## src/rtl/alp_param_pkg.sv

```systemverilog
// Op codes, FSM states and iterative-unit modes shared by the ALP compute core.
// Types and constants only; no logic, no latency, no flow control.
package alp_param_pkg;

  localparam logic [2:0] OP_NOP  = 3'b000;
  localparam logic [2:0] OP_ADD  = 3'b001;
  localparam logic [2:0] OP_SUB  = 3'b010;
  localparam logic [2:0] OP_SWAP = 3'b011;
  localparam logic [2:0] OP_MUL  = 3'b100;
  localparam logic [2:0] OP_DIV  = 3'b101;
  localparam logic [2:0] OP_CLRR = 3'b110;
  localparam logic [2:0] OP_RSV  = 3'b111;

  typedef enum logic [1:0] {IDLE, INIT, ITER, DONE} state_t;

  typedef enum logic {MODE_MUL, MODE_DIV} mode_t;

endpackage

```

## src/rtl/alp_param_if.sv

```systemverilog
// Command/result bundle between the board controls and the ALP core.
// Plain level signals; the core ignores load/comp while busy is high.
interface alp_param_if #(parameter int WIDTH = 4);

  logic [WIDTH-1:0] data_in;
  logic [2:0]       op;
  logic             load;
  logic             comp;
  logic             clr;
  logic [WIDTH-1:0] out_0;
  logic [WIDTH-1:0] out_1;
  logic             err;
  logic             busy;
  logic             done;

  modport master (
    output data_in, op, load, comp, clr,
    input  out_0, out_1, err, busy, done
  );

  modport slave (
    input  data_in, op, load, comp, clr,
    output out_0, out_1, err, busy, done
  );

endinterface

```

## src/rtl/alp_iter_unit.sv

```systemverilog
// One combinational step of signed Booth multiply or unsigned restoring divide.
// Zero latency, no flow control; the caller registers A/Q/q_n1 between steps.
module alp_iter_unit
  import alp_param_pkg::*;
#(
  parameter int WIDTH = 4
) (
  input  logic [WIDTH:0]   i_a,
  input  logic [WIDTH-1:0] i_q,
  input  logic [WIDTH-1:0] i_m,
  input  logic             i_q_n1,
  input  mode_t            i_mode,
  output logic [WIDTH:0]   o_a,
  output logic [WIDTH-1:0] o_q,
  output logic             o_q_n1
);

  logic [WIDTH:0]   w_m_sx;
  logic [WIDTH:0]   w_m_zx;
  logic [WIDTH:0]   w_a_bth;
  logic [WIDTH:0]   w_a_sh;
  logic [WIDTH:0]   w_a_try;
  logic [WIDTH-1:0] w_q_sh;

  // A carries one guard bit so Booth never overflows when M is the most negative value.
  always_comb begin
    w_m_sx  = {i_m[WIDTH-1], i_m};
    w_m_zx  = {1'b0, i_m};
    w_a_bth = i_a;
    w_a_sh  = {i_a[WIDTH-1:0], i_q[WIDTH-1]};
    w_q_sh  = {i_q[WIDTH-2:0], 1'b0};
    w_a_try = w_a_sh - w_m_zx;
    o_a     = i_a;
    o_q     = i_q;
    o_q_n1  = i_q_n1;
    if (i_mode == MODE_MUL) begin
      case ({i_q[0], i_q_n1})
        2'b01:   w_a_bth = i_a + w_m_sx;
        2'b10:   w_a_bth = i_a - w_m_sx;
        default: w_a_bth = i_a;
      endcase
      o_a    = {w_a_bth[WIDTH], w_a_bth[WIDTH:1]};
      o_q    = {w_a_bth[0], i_q[WIDTH-1:1]};
      o_q_n1 = i_q[0];
    end else if (w_a_try[WIDTH]) begin
      o_a = w_a_sh;
      o_q = w_q_sh;
    end else begin
      o_a = w_a_try;
      o_q = {i_q[WIDTH-2:0], 1'b1};
    end
  end

endmodule

```

## src/rtl/alp_param.sv

```systemverilog
// ALP core: R0/R1 with single-cycle add/sub/swap/clear and WIDTH-step Booth multiply / restoring divide.
// Single-cycle ops finish at the accept edge; MUL/DIV hold busy for WIDTH+1 cycles, commands ignored meanwhile.
module alp_param
  import alp_param_pkg::*;
#(
  parameter int WIDTH = 4,
  parameter int CNT_W = $clog2(WIDTH+1)
) (
  input logic        clk,
  input logic        rst_n,
  alp_param_if.slave bus
);

  state_t           r_state;
  state_t           w_state_nxt;
  logic [WIDTH-1:0] r_r0;
  logic [WIDTH-1:0] r_r1;
  logic             r_err;
  logic [WIDTH:0]   r_a;
  logic [WIDTH-1:0] r_q;
  logic [WIDTH-1:0] r_m;
  logic             r_qn1;
  logic [CNT_W-1:0] r_cnt;
  mode_t            r_mode;

  logic [WIDTH:0]   w_a_nxt;
  logic [WIDTH-1:0] w_q_nxt;
  logic             w_qn1_nxt;
  logic [WIDTH-1:0] w_sum;
  logic [WIDTH-1:0] w_dif;
  logic             w_add_ovf;
  logic             w_sub_ovf;
  logic             w_idle;
  logic             w_do_comp;
  logic             w_do_load;
  logic             w_iter_op;
  logic             w_last;

  alp_iter_unit #(.WIDTH(WIDTH)) u_iter (
    .i_a    (r_a),
    .i_q    (r_q),
    .i_m    (r_m),
    .i_q_n1 (r_qn1),
    .i_mode (r_mode),
    .o_a    (w_a_nxt),
    .o_q    (w_q_nxt),
    .o_q_n1 (w_qn1_nxt)
  );

  always_comb begin
    w_sum     = r_r0 + r_r1;
    w_dif     = r_r0 - r_r1;
    w_add_ovf = (r_r0[WIDTH-1] == r_r1[WIDTH-1]) && (w_sum[WIDTH-1] != r_r0[WIDTH-1]);
    w_sub_ovf = (r_r0[WIDTH-1] != r_r1[WIDTH-1]) && (w_dif[WIDTH-1] != r_r0[WIDTH-1]);
    w_idle    = (r_state == IDLE) || (r_state == DONE);
    w_do_comp = w_idle && bus.comp;
    w_do_load = w_idle && bus.load && !bus.comp;
    // Divide by zero is reported immediately instead of iterating.
    w_iter_op = (bus.op == OP_MUL) || ((bus.op == OP_DIV) && (r_r1 != '0));
    w_last    = (r_state == ITER) && (r_cnt == CNT_W'(1));
    w_state_nxt = r_state;
    case (r_state)
      IDLE, DONE: begin
        if (w_do_comp) w_state_nxt = w_iter_op ? INIT : DONE;
        else           w_state_nxt = IDLE;
      end
      INIT:    w_state_nxt = ITER;
      ITER:    if (w_last) w_state_nxt = DONE;
      default: w_state_nxt = IDLE;
    endcase
    if (bus.clr) w_state_nxt = IDLE;
    bus.busy  = (r_state == INIT) || (r_state == ITER);
    bus.done  = (r_state == DONE);
    bus.out_0 = r_r0;
    bus.out_1 = r_r1;
    bus.err   = r_err;
  end

  always_ff @(posedge clk or negedge rst_n) begin
    if (!rst_n) r_state <= IDLE;
    else        r_state <= w_state_nxt;
  end

  always_ff @(posedge clk or negedge rst_n) begin
    if (!rst_n) begin
      r_r0   <= '0;
      r_r1   <= '0;
      r_err  <= 1'b0;
      r_a    <= '0;
      r_q    <= '0;
      r_m    <= '0;
      r_qn1  <= 1'b0;
      r_cnt  <= '0;
      r_mode <= MODE_MUL;
    end else if (bus.clr) begin
      r_r0   <= '0;
      r_r1   <= '0;
      r_err  <= 1'b0;
      r_a    <= '0;
      r_q    <= '0;
      r_m    <= '0;
      r_qn1  <= 1'b0;
      r_cnt  <= '0;
      r_mode <= MODE_MUL;
    end else if (w_do_comp) begin
      r_err <= 1'b0;
      case (bus.op)
        OP_NOP: ;
        OP_ADD: begin
          r_r0  <= w_sum;
          r_err <= w_add_ovf;
        end
        OP_SUB: begin
          r_r0  <= w_dif;
          r_err <= w_sub_ovf;
        end
        OP_SWAP: begin
          r_r0 <= r_r1;
          r_r1 <= r_r0;
        end
        OP_MUL, OP_DIV: begin
          if (w_iter_op) begin
            r_a    <= '0;
            r_q    <= r_r0;
            r_m    <= r_r1;
            r_qn1  <= 1'b0;
            r_cnt  <= CNT_W'(WIDTH);
            r_mode <= (bus.op == OP_MUL) ? MODE_MUL : MODE_DIV;
          end else begin
            r_err <= 1'b1;
          end
        end
        OP_CLRR: begin
          r_r0 <= '0;
          r_r1 <= '0;
        end
        OP_RSV:  r_err <= 1'b1;
        default: ;
      endcase
    end else if (w_do_load) begin
      if (bus.op[0]) r_r1 <= bus.data_in;
      else           r_r0 <= bus.data_in;
    end else if (r_state == ITER) begin
      r_a   <= w_a_nxt;
      r_q   <= w_q_nxt;
      r_qn1 <= w_qn1_nxt;
      r_cnt <= r_cnt - CNT_W'(1);
      // User registers only see the final step, never intermediate A/Q.
      if (w_last) begin
        if (r_mode == MODE_MUL) begin
          r_r1 <= w_a_nxt[WIDTH-1:0];
          r_r0 <= w_q_nxt;
        end else begin
          r_r0 <= w_q_nxt;
          r_r1 <= w_a_nxt[WIDTH-1:0];
        end
      end
    end
  end

endmodule
```

## src/flat_wrapper.sv

```systemverilog
// flat-port wrapper written by rule: the top's interface ports become plain ports
module alp_param_flat import alp_param_pkg::*;
#(
  parameter int WIDTH = 4,
  parameter int CNT_W = $clog2(WIDTH+1)
)
  (clk, rst_n, bus_data_in, bus_op, bus_load, bus_comp, bus_clr, bus_out_0, bus_out_1, bus_err, bus_busy, bus_done);
  alp_param_if #(.WIDTH(WIDTH)) bus_i ();
  input logic clk;
  input logic rst_n;
  input wire logic [$bits(bus_i.data_in)-1:0] bus_data_in;
  input wire logic [$bits(bus_i.op)-1:0] bus_op;
  input wire logic [$bits(bus_i.load)-1:0] bus_load;
  input wire logic [$bits(bus_i.comp)-1:0] bus_comp;
  input wire logic [$bits(bus_i.clr)-1:0] bus_clr;
  output wire logic [$bits(bus_i.out_0)-1:0] bus_out_0;
  output wire logic [$bits(bus_i.out_1)-1:0] bus_out_1;
  output wire logic [$bits(bus_i.err)-1:0] bus_err;
  output wire logic [$bits(bus_i.busy)-1:0] bus_busy;
  output wire logic [$bits(bus_i.done)-1:0] bus_done;
  assign bus_i.data_in = bus_data_in;
  assign bus_i.op = bus_op;
  assign bus_i.load = bus_load;
  assign bus_i.comp = bus_comp;
  assign bus_i.clr = bus_clr;
  assign bus_out_0 = bus_i.out_0;
  assign bus_out_1 = bus_i.out_1;
  assign bus_err = bus_i.err;
  assign bus_busy = bus_i.busy;
  assign bus_done = bus_i.done;
  alp_param #(.WIDTH(WIDTH), .CNT_W(CNT_W)) u_core (.clk(clk), .rst_n(rst_n), .bus(bus_i));
endmodule
```

## config.mk

```make
export PLATFORM = sky130hd
export DESIGN_NAME = alp_param_flat
export DESIGN_NICKNAME = d
export VERILOG_FILES = /design/src/rtl/alp_param_pkg.sv /design/src/rtl/alp_param_if.sv /design/src/rtl/alp_iter_unit.sv /design/src/rtl/alp_param.sv /design/src/flat_wrapper.sv
export SDC_FILE = /design/constraint.sdc
export NUM_CORES = 1
export LEC_CHECK = 0
export ABC_AREA = 1
export BUFFER_PORTS_ARGS = -buffer_cell sky130_fd_sc_hd__buf_4
export CAP_MARGIN = 0
export CORE_UTILIZATION = 40
export DETAILED_ROUTE_END_ITERATION = 7
export SETUP_SLACK_MARGIN = 0.05
export SLEW_MARGIN = 20
export SYNTH_ARGS = -nofsm -noshare
export SYNTH_HDL_FRONTEND = slang
export SYNTH_SLANG_ARGS = --single-unit
```

## constraint.sdc

```tcl
create_clock -name clk -period 2.9 [get_ports clk]
set_clock_uncertainty 0.1 [all_clocks]
set_input_delay 0.87 -clock clk [delete_from_list [all_inputs] [get_ports clk]]
set_output_delay 0.87 -clock clk [all_outputs]
set_load 0.02 [all_outputs]
```

# Yosys cells after proc, flatten, opt, wreduce, memory -nomap -nowiden
# Cells that the tools add are included.
# op_classes
mux	62
n_addsub	6
eq_ne	26
reduce_logical	26
# op_table
operator	count
4-bit two-way mux	23
5-bit two-way mux	8
3-bit two-way mux	6
1-bit two-way mux	16
4-bit case mux with 4 select lines	1
3-bit == test (second input constant)	4
4-bit AND reduction	3
4-bit nonzero test	3
5-bit case mux with 2 select lines	1
3-bit != test (second input constant)	3
2-bit two-way mux	4
4-bit by 3-bit != test with 1-bit output (second input constant)	2
4-bit case mux with 2 select lines	1
1-bit logical AND	7
2-bit == test (second input constant)	3
3-bit by 1-bit == test with 1-bit output (second input constant)	2
3-bit by 2-bit == test with 1-bit output (second input constant)	2
3-bit by 2-bit != test with 1-bit output (second input constant)	2
6-bit != test (second input constant)	1
2-bit case mux with 3 select lines	1
2-bit nonzero test	3
5-bit adder	1
5-bit AND reduction	1
5-bit by 4-bit subtractor with 5-bit output	1
other kinds (15)	21
# word_totals
inputBits	12
reg_bits	29

# Longest topological paths before layout
# depth
ltp_word	8
ltp_mapped	17

# Cells and area by module
# From an unflattened synthesis, not the netlist that was laid out.
# hier_totals
cells_unflattened	375
hier_area_um2	2582.5
# modules_own_cells
module	seq_area_each_um2	cells_per_inst	instances	area_per_inst_um2
alp_param	725.7	267	1	1966.9
alp_iter_unit	0.0	108	1	615.6

# Worst setup path before layout
# No wires, ideal clock.
# synth_timing
kind	reg2reg
startpoint	reg u_core.r_q[3]
endpoint	reg u_core.r_r1[1], in the netlist u_core.bus.out_1[1]
slack_ns	0.484
t_arrival_ns	2.177
synth_period_minus_slack_ns	2.416
setup_ns	0.138
stages_incl_launch_ff	16
path_buffers	0
path_cell_list	dfrtp_1 -> inv_1 -> ha_1 -> inv_1 -> fa_1 -> nand2_1 -> nand2_1 -> a21o_1 -> ha_1 -> inv_1 -> o21ai_0 -> a21oi_1 -> a21oi_1 -> a21oi_1 -> o21ai_0 -> a22oi_1
# synth_via
elab_chain_len	8
# synth_rtl
element	line	source
start: declaration	alp_param.sv:20	logic [WIDTH-1:0] r_q;
start signal: assignment	alp_param.sv:124	r_q <= r_r0;
start signal: assignment	alp_param.sv:145	r_q <= w_q_nxt;
5-bit by 4-bit subtractor with 5-bit output	alp_iter_unit.sv:32	w_a_try = w_a_sh - w_m_zx;
5-bit two-way mux	alp_iter_unit.sv:45	end else if (w_a_try[WIDTH]) begin
5-bit two-way mux	alp_iter_unit.sv:36	if (i_mode == MODE_MUL) begin
4-bit two-way mux	alp_param.sv:149	if (w_last) begin
4-bit two-way mux	alp_param.sv:143	end else if (r_state == ITER) begin
4-bit two-way mux	alp_param.sv:140	end else if (w_do_load) begin
4-bit two-way mux	alp_param.sv:105	end else if (w_do_comp) begin
4-bit two-way mux	alp_param.sv:95	end else if (bus.clr) begin
end signal: assignment	alp_param.sv:141	if (bus.op[0]) r_r1 <= bus.data_in;
end signal: assignment	alp_param.sv:151	r_r1 <= w_a_nxt[WIDTH-1:0];
end signal: assignment	alp_param.sv:155	r_r1 <= w_a_nxt[WIDTH-1:0];
end: declaration	alp_param.sv:17	logic [WIDTH-1:0] r_r1;
# Every way passes these cells. The select of a mux whose other input is x is not followed.
# A chain may end at the register's enable or synchronous reset.

# Worst setup path after layout
# layout_timing
startpoint	reg u_core.r_m[1]
endpoint	reg u_core.r_r1[1], in the netlist u_core.bus.out_1[1]
# layout_via
elab_chain_len	8
# layout_rtl
element	line	source
start: declaration	alp_param.sv:21	logic [WIDTH-1:0] r_m;
start signal: assignment	alp_param.sv:125	r_m <= r_r1;
5-bit subtractor, or another cell as far along	alp_iter_unit.sv:39	2'b10: w_a_bth = i_a - w_m_sx;
5-bit case mux with 2 select lines or 5-bit two-way mux (tied branches)	alp_iter_unit.sv:37, alp_iter_unit.sv:45	
5-bit two-way mux (*)	alp_iter_unit.sv:36	
4-bit two-way mux (*)	alp_param.sv:149	
4-bit two-way mux (*)	alp_param.sv:143	
4-bit two-way mux (*)	alp_param.sv:140	
4-bit two-way mux (*)	alp_param.sv:105	
4-bit two-way mux (*)	alp_param.sv:95	
# Mark *: on every way between the ends. The rest lies on a longest branch, timed or not. The select of a mux whose other input is x is not followed.

==> summary.md <==
| Metric | Value |
|---|---|
| Sw Ratio | between 50 and 60% |
| First-pass GRT wire length | ~11000 um |
| Wire per inst | around 15 um |
| Num rows | 28 |
| DIE WIDTH | 80.5 um |
| IO Pins | 23 |
| Flop pwr share | 23.2% |
| Synth top area share | 29.5% |
| Vias/cell | 5.39 |
| Register area share after synthesis | 29.5% |
| WS Path Type | reg -> reg |
| M2 GR Usage | 36.9% |
| PwrDens | 1100 nW/um^2 |
| Synth area leaders | dfrtp_1 29%, ha_1 11%, nand2_1 10% |
| Crit-path leading delay family | compound AO/OA/AOI/OAI gates |
| Final setup fails | 0 |
| Final hold violations | 0 |
| Clk_lat worst skew | 280 ps |
| First drt pass iteration count | 5 |
| Synth unique cells | 38 |
| Max-slew headroom | 71.7% |
| Post-Syn Nets | 370 |
| Num CTS Buffers | 5 |
| Max_cap viols | 0 |
| CP Launch Type | flop |
| DRC viols | 0 |
| Fmax | 385 MHz |
| Share of layout cells above drive strength 1 | 15.5% |
| CTS tree | built |
| Hold crit path type | reg -> reg |
| Worst setup EP type | flop |
| Switch Pwr | 1.58 mW |
| Int Power | 1.53 mW |
| 1st-iter DRT viols | 237 |
| Synth area leader | dfrtp_1 |
| Final net count | 397 |
| Htree depth | 2 |
| Die height | 80.5 um |
| Critical Path RT | 2990 ps |
| Hold Slack | 394 ps |
| CP Max Fanout | 5 |
| Final setup TNS | 0 ps |
| GRT busiest layer | met2 |
| CP cell instances | inv_1 > ha_1 > inv_1 > o21ai_0 > fa_1 > inv_1 > nor2_1 > o21ai_0 > a21oi_1 > a21oi_1 > o21ai_0 > a22oi_1 |
| Fin. max-slew vios | 0 |
| Largest net degree at the start of global routing | 30 |
| Combinational group share of total power | 65.0% |
| Dpl hpwl | 5070 um |
| Area grow syn2layout | 14.5% |
| Worst EP arrival | between 2000 and 3000 ps |
| Run status | finished, final reports clean |
| Worst Tran Pin Value | about 420 ps |
| Clock share of power | 11.8% |
| Met3 GRT Util | 3.18% |
| Vias | 2351 |
| Gr usage total | 22.0% |
| Antenna diodes | 0 |
| PortBufs | 22 |
| RSZ-0062 raised after global routing | false |
| Mapped Cells | 333 |
| Starting Density | 41.6% |
| Final antenna-violating net count | 0 |
| Synth Register Bits | 29 |
| Worst-path clk slew | 60 ps |
| Initial antenna violation count | 0 |
| CTS max path bufs | 2 |
| Tcrit/Tclk final | about nine tenths |
| GP Congestion | ~0.9 |
| Number of global-route vias before repair | 2203 |
| Cell area after synthesis | 2460 um^2 |
| Crit-path max cell delay | 490 ps |
| Worst path slowest cell | fa_1 |
| Clock sink count | 29 |
| Pleak | 1.42 nW |
| Number of synthesis warnings | 0 |
| GRT met1 Usage | 29.7% |
| Gr ovfl total | 0 |
| Clock root buffer | clkbuf_8 |
| Post-route minimum period | 2600 ps |
| WL final | between 6000 and 7000 um |
| Core box area | just under 6000 um^2 |
| Bufs and invs on worst path | 3 |
| Die footprint | between 6000 and 7000 um^2 |
| Peak VDD IR | 0.000538 V |
| Syn Area/Cell | about 7.4 um^2 |
[repair_timing]
item / CTS / global route
gates resized for setup: 0 / 2
buffers inserted: 0 / 1
setup endpoints to repair: 0 / 1
hold buffers: 0 / 0
[registers in the layout, indices dropped and copies added, names as in the netlist]
register and flops:
u_core.r_cnt 3, u_core.bus.err 1, u_core.r_qn1 1, u_core.r_m 4
u_core.r_mode 1, u_core.r_state 2, u_core.r_q 4, u_core.bus.out_1 4
u_core.r_a 5, u_core.bus.out_0 4
[per-layer routing]
metal  wire length, um  up-vias  share of wire (%)
met1              3050     1103                 47
met4                69        0                1.1
met3               247       10                3.8
li1                  -     1172                  -
met2              3170       66                 49
met5                 0        -                  0
[power by group through the flow]
stage	Sequential (mW)	Clock, mW	Combinational (mW)
4_1_cts	0.718	0.374	1.96
5_1_grt	0.743	0.391	2.29
6_report	0.721	0.367	2.02
3_5_place_dp	0.724	0	1.94
2_1_floorplan	0.722	0	1.43
3_3_place_gp	0.720	0	1.92
[cell usage in the layout, fill, tap and decap left out, types with 2 or more instances in the layout]
master    instances
ha_1             20
o22ai_1          11
nand2_1          67
nand2_2           2
nand3_1          23
clkbuf_8          7
inv_2             6
xor2_1            5
o21ai_0          22
nor2_2            2
o21ai_1           5
nand3_4           2
nor3_1            2
buf_4            24
a31oi_1           4
a21oi_1          23
nor2_4            2
nor2_1           22
nand4_1           4
or2_2             3
fa_1              4
o211ai_1          5
dfrtp_1          29
a22oi_1           5
inv_1            48
[synth_stat cells (all sizes together)]
cell / number
xnor2: 1
a21oi: 24
nand2: 70
dfrtp: 29
o21ai: 27
nand4: 4
xor2: 5
a21o: 1
a22oi: 5
a31oi: 4
o31ai: 1
inv: 55
nor3: 4
ha: 21
a21boi: 1
o22ai: 11
nand3: 25
buf: 3
or2: 3
clkbuf: 1
nor2: 26
o211ai: 6
o21bai: 1
fa: 4
o221ai: 1
[final timing paths]
path	from	to	slack (ps)	cells after the start
min	u_core.bus.err	u_core.bus.err	390	2
min in group asynchronous	rst_n	u_core.bus.out_0[3]	410	1
max reg2reg	u_core.r_m[1]	u_core.bus.out_1[1]	300	12
max	u_core.r_m[1]	u_core.bus.out_1[1]	300	12
max in group asynchronous	rst_n	u_core.bus.out_1[2]	2000	1
min reg2reg	u_core.bus.err	u_core.bus.err	390	2
[logic make-up after synthesis]
group | synth area share, %
simple gates | 25.3
compound gates | 19.5
buf+inv | 9.75
flops | 29.5
fa+ha+maj | 13.9
xor+xnor | 2.13
[metrics by stage]
step | cell area (um^2) | power [mW] | instances | utilization (%) | worst slack [ps]
after global routing | 2820 | 3.43 | 436 | 47.6 | 92.5
after CTS | 2800 | 3.05 | 435 | 47.3 | 227
after global placement | 2700 | 2.64 | 427 | 45.6 | 336
final | 2820 | 3.11 | 436 | 47.6 | 304
after detailed placement | 2700 | 2.66 | 427 | 45.6 | 231
after floorplan | 2460 | 2.15 | 333 | - | 484
[cell type report]
type                       instances  area (um^2)
multi-input combinational        245         1510
timing repair buffer              24          180
inverter                          55          209
clock buffer                       7         96.3
fill                             631         3100
sequential                        29          726
tap                               75         93.8
clock inverter                     1         5.00
[tightest hold or removal path, stage by stage (launching register included)]
cell     delay [ps]
dfrtp_1         350
nand2_1          50
nand2_1          60
No activity file was read; power rests on OpenSTA's default activity.
